File: src/rtl/serial_subtractor.sv
// Bit-serial 32-bit subtractor: one bit per cycle, LSB first, result loaded at DONE.
// Define SERIAL_SUB_FLAGS_EN to add the zero and signed-overflow flag outputs.
module serial_subtractor (
    input  logic        clk,
    input  logic        rst,
    input  logic        start,
    input  logic [31:0] a,
    input  logic [31:0] b,
    output logic        busy,
    output logic        done,
    output logic [31:0] diff,
    output logic        borrow_out
`ifdef SERIAL_SUB_FLAGS_EN
   ,output logic        zero,
    output logic        overflow
`endif
);

    // state | meaning
    // IDLE  | waiting for start
    // RUN   | shifting one bit per cycle, 32 cycles
    // DONE  | result registers just loaded, done pulse
    typedef enum logic [1:0] {IDLE, RUN, DONE} state_t;

    state_t      state, state_nxt;
    logic [31:0] a_sr, b_sr, res_sr;
    logic [4:0]  cnt;
    logic        bw;
    logic        d, bw_nxt, accept, last;
    logic [31:0] res_nxt;
`ifdef SERIAL_SUB_FLAGS_EN
    logic        a_msb, b_msb;
`endif

    always_ff @(posedge clk) begin
        if (rst) state <= IDLE;
        else     state <= state_nxt;
    end

    always_comb begin
        state_nxt = state;
        busy      = 1'b0;
        done      = 1'b0;
        accept    = 1'b0;
        case (state)
            IDLE: begin
                if (start) begin
                    accept    = 1'b1;
                    state_nxt = RUN;
                end
            end
            RUN: begin
                busy = 1'b1;
                if (cnt == 5'd31) state_nxt = DONE;
            end
            DONE: begin
                done = 1'b1;
                if (start) begin
                    accept    = 1'b1;
                    state_nxt = RUN;
                end else begin
                    state_nxt = IDLE;
                end
            end
            default: state_nxt = IDLE;
        endcase
    end

    always_comb begin
        d       = a_sr[0] ^ b_sr[0] ^ bw;
        bw_nxt  = (~a_sr[0] & b_sr[0]) | (~(a_sr[0] ^ b_sr[0]) & bw);
        res_nxt = {d, res_sr[31:1]};
        last    = (state == RUN) && (cnt == 5'd31);
    end

    // The final bit is folded in combinationally so outputs load on the DONE entry edge.
    always_ff @(posedge clk) begin
        if (rst) begin
            a_sr       <= '0;
            b_sr       <= '0;
            res_sr     <= '0;
            cnt        <= '0;
            bw         <= 1'b0;
            diff       <= '0;
            borrow_out <= 1'b0;
`ifdef SERIAL_SUB_FLAGS_EN
            a_msb      <= 1'b0;
            b_msb      <= 1'b0;
            zero       <= 1'b0;
            overflow   <= 1'b0;
`endif
        end else if (accept) begin
            a_sr   <= a;
            b_sr   <= b;
            res_sr <= '0;
            cnt    <= '0;
            bw     <= 1'b0;
`ifdef SERIAL_SUB_FLAGS_EN
            a_msb  <= a[31];
            b_msb  <= b[31];
`endif
        end else if (state == RUN) begin
            a_sr   <= {1'b0, a_sr[31:1]};
            b_sr   <= {1'b0, b_sr[31:1]};
            res_sr <= res_nxt;
            cnt    <= cnt + 5'd1;
            bw     <= bw_nxt;
            if (last) begin
                diff       <= res_nxt;
                borrow_out <= bw_nxt;
`ifdef SERIAL_SUB_FLAGS_EN
                zero       <= (res_nxt == 32'd0);
                overflow   <= (a_msb != b_msb) && (d != a_msb);
`endif
            end
        end
    end

endmodule

File: config.mk
export PLATFORM = sky130hd
export DESIGN_NAME = serial_subtractor
export DESIGN_NICKNAME = d
export VERILOG_FILES = /design/src/rtl/serial_subtractor.sv
export SDC_FILE = /design/constraint.sdc
export NUM_CORES = 1
export LEC_CHECK = 0
export ABC_AREA = 1
export BUFFER_PORTS_ARGS = -buffer_cell sky130_fd_sc_hd__buf_2
export CORE_MARGIN = 2
export CORE_UTILIZATION = 55
export DETAILED_ROUTE_END_ITERATION = 12
export PLACE_DENSITY = 0.8
export SKIP_LAST_GASP = 1
export SYNTH_ARGS = -nofsm -noshare
export SYNTH_HDL_FRONTEND = slang
export SYNTH_SLANG_ARGS = --single-unit
File: constraint.sdc
create_clock -name clk -period 2.16 [get_ports clk]
set_input_delay 0.432 -clock clk [delete_from_list [all_inputs] [get_ports clk]]
set_output_delay 0.432 -clock clk [all_outputs]
set_load 0.005 [all_outputs]
==> reports/summary.txt <==
final hold slack = 0.147 ns
core area = 0.0103 sq mm
Detail Route met2 WL = 5760 microns
Sequential Power Share = 0.432
Crit Path Max Fanout = 16
top cells by area, synth = dfxtp_1 (47%), nand2_1 (11%), o21ai_0 (8.0%)
PnR Total Power = 6.33 mW
WP data required = 1.73 ns
Initial DRC Count = 351
P_int = 4.74 mW
highest metal used = met4
Die Span Y = 107 microns
H-Tree Depth = 4
Final ANT Viol Nets = 0
clk sinks = 136
CTS tree = done
cells after synthesis = 837
CTS root buffer = clkbuf_8
Comb power frac = 0.104
setup clock skew after layout = 0.00750 ns
top cell type's share of synthesized area = 0.465
part of the cycle the worst path needs = 0.933
drt drc = 0
area grow syn2layout = 19.6%
first-pass GRT wire length = 21100 microns
Mean Syn Cell Area = 6.99 sq um
die width = 107 microns
IR drop worst, VDD = 625 uV
Via density = 4.85
type of the worst min-delay path = in2reg
grt ovf = 0
DR WL met3 = 651 microns
Final Hold Vio Count = 0
largest net degree at the start of global routing = 59
actual slew at the worst max-slew pin = 0.491 ns
Netlist cell types = 24
Relative slew margins = 0.672
Yosys Warn Count = 0
Crit Path Class = reg2out
Pleak = 3.56 nW
status = complete, no violations
Routed WL per cell = 11.5 microns
RSZ-0062 raised after global routing = false
Vias = 5201
Num CTS Buffers = 17
Final setup viols = 0
vias in the first global route = 4689
Post-DP HPWL = 7610 microns
port buffer count = 101
Clk pwr share = 0.465
worst r2r path cells = 10
Seq/Total Area, Yosys = 0.465
I/O Pins = 102
Layout fillers = 906
CP Launch Type = flop
Worst-Skew Late Latency = 0.51 ns
proportion of layout cells with a drive suffix above 1 = 0.173
pwr dens = 904 mW/mm^2
WHS Path Cells = 3
Die Area = 0.0115 sq mm
Initial Util = 0.567
gpl congestion = 0.753
Sw Ratio = 0.251
clk slew on worst S/H paths = 0.06 ns
Seq cells post-synth = 136
Syn Nets = 907
Multi-input gate area = 0.00236 sq mm
Tmin final = 2.02 ns
area taken by flip-flops and latches = 0.00272 sq mm
area leader, netlist = dfxtp_1
Sw Pwr = 1.59 mW
fin nets = 993
initial antenna violation count = 0
# rows = 37
gr usage total = 0.229
Peak Freq = 0.496 GHz
CTS max path bufs = 2
Mapped Area = 0.00585 sq mm
max cap viols = 0
M1 WL = 5800 microns
first drt pass iteration count = 5
# hold bufs at CTS = 0
max-slew violations = 0
crit path capture type = output port
ant diodes = 0
Total Wirelength = 12400 microns
Worst EP arrival = 1.58 ns
sum of negative setup slack = 0 ns
-- critical path, stage by stage (launching register included) --
cell	delay, ns
dfxtp_1	0.37
buf_4	0.26
buf_4	0.24
nor2_1	0.07
buf_2	0.13
-- metal layers --
metal,GRT usage,vias up
met4,0.0835,0
met3,0.0523,12
met2,0.372,134
li1,-,2777
met1,0.297,2278
met5,0,-
-- area by class of cell --
class / count / area share
clock buffer: 20 / 0.0636
clock inverter: 12 / 0.0234
inverter: 124 / 0.0679
multi-input combinational: 525 / 0.337
sequential: 136 / 0.389
tap: 136 / 0.0243
timing repair buffer: 119 / 0.0951
-- layout by cell type (no fill, tap or decap), types with 2 or more instances in the layout --
cell type   Yosys  layout
nand2_1       167     167
o21ai_0        94      94
inv_1         119     118
inv_6           0       3
nand2_4         3       3
bufinv_16       0       3
ha_1            2       2
clkinv_4        0       3
nor2_1        114     114
clkinvlp_4      0       2
buf_2          24     101
buf_12          0       2
o21ai_1         3       3
clkbuf_8        0       3
nor2_4          2       2
inv_2           3       3
buf_4           1      16
nand3_1        74      74
clkinv_2        0       2
clkbuf_16       0      16
a21oi_1        62      62
dfxtp_1       136     136
-- registers in the layout, indices dropped and copies added (netlist names) --
name,count
a_sr,32
b_sr,32
borrow_out,1
bw,1
cnt,5
diff,32
res_sr,31
state,2
-- cell families (layout without fill, tap and decap cells) --
| logic type | count (synthesis) | after routing | synth area share |
|---|---|---|---|
| AOI/OAI and AO/OA | 160 | 160 | 0.137 |
| xor gates and xnor gates | 1 | 1 | 0.00150 |
| adders and majority gates | 3 | 3 | 0.00769 |
| buffers and inverters | 176 | 275 | 0.132 |
| DFF | 136 | 136 | 0.465 |
| and+or+nand+nor | 361 | 361 | 0.256 |
-- cells in the mapped netlist (all sizes together) --
master and number:
o21ai 97, nor2 117, clkinv 1, inv 123, o21bai 1, nand2 170
fa 1, dfxtp 136, a21oi 62, clkbuf 16, xor2 1, buf 36
ha 2, nand3 74
-- worst paths after layout --
kind                                   end      from  slack (ns)
worst max-delay path                  done  state[0]        0.14
worst min-delay path              b_sr[31]     b[31]        0.15
worst max register to register  borrow_out    cnt[0]        0.21
worst min register to register      cnt[4]    cnt[4]        0.47
-- stage by stage --
step | cells | cell area (sq um) | util | setup WS (ns)
floorplan | 837 | 5850 | - | 0.645
global placement | 1037 | 6360 | 0.616 | 0.188
detailed placement | 1037 | 6360 | 0.616 | 0.148
CTS | 1069 | 6970 | 0.675 | 0.0660
global route | 1072 | 7000 | 0.678 | 0.0273
finish | 1072 | 7000 | 0.678 | 0.144
-- repair_timing --
item,CTS,global route
resized for setup,0,2
setup endpoints to repair,0,14
setup buffers,0,3
-- power groups by stage --
| stage | registers (mW) | logic (mW) | clock network (mW) |
|---|---|---|---|
| 2_1_floorplan | 2.77 | 0.515 | 0 |
| 3_3_place_gp | 2.78 | 0.636 | 0 |
| 3_5_place_dp | 2.79 | 0.647 | 0 |
| 4_1_cts | 2.73 | 0.658 | 2.99 |
| 5_1_grt | 2.75 | 0.764 | 3.12 |
| 6_report | 2.73 | 0.656 | 2.94 |
(Power assumes the default switching activity.)
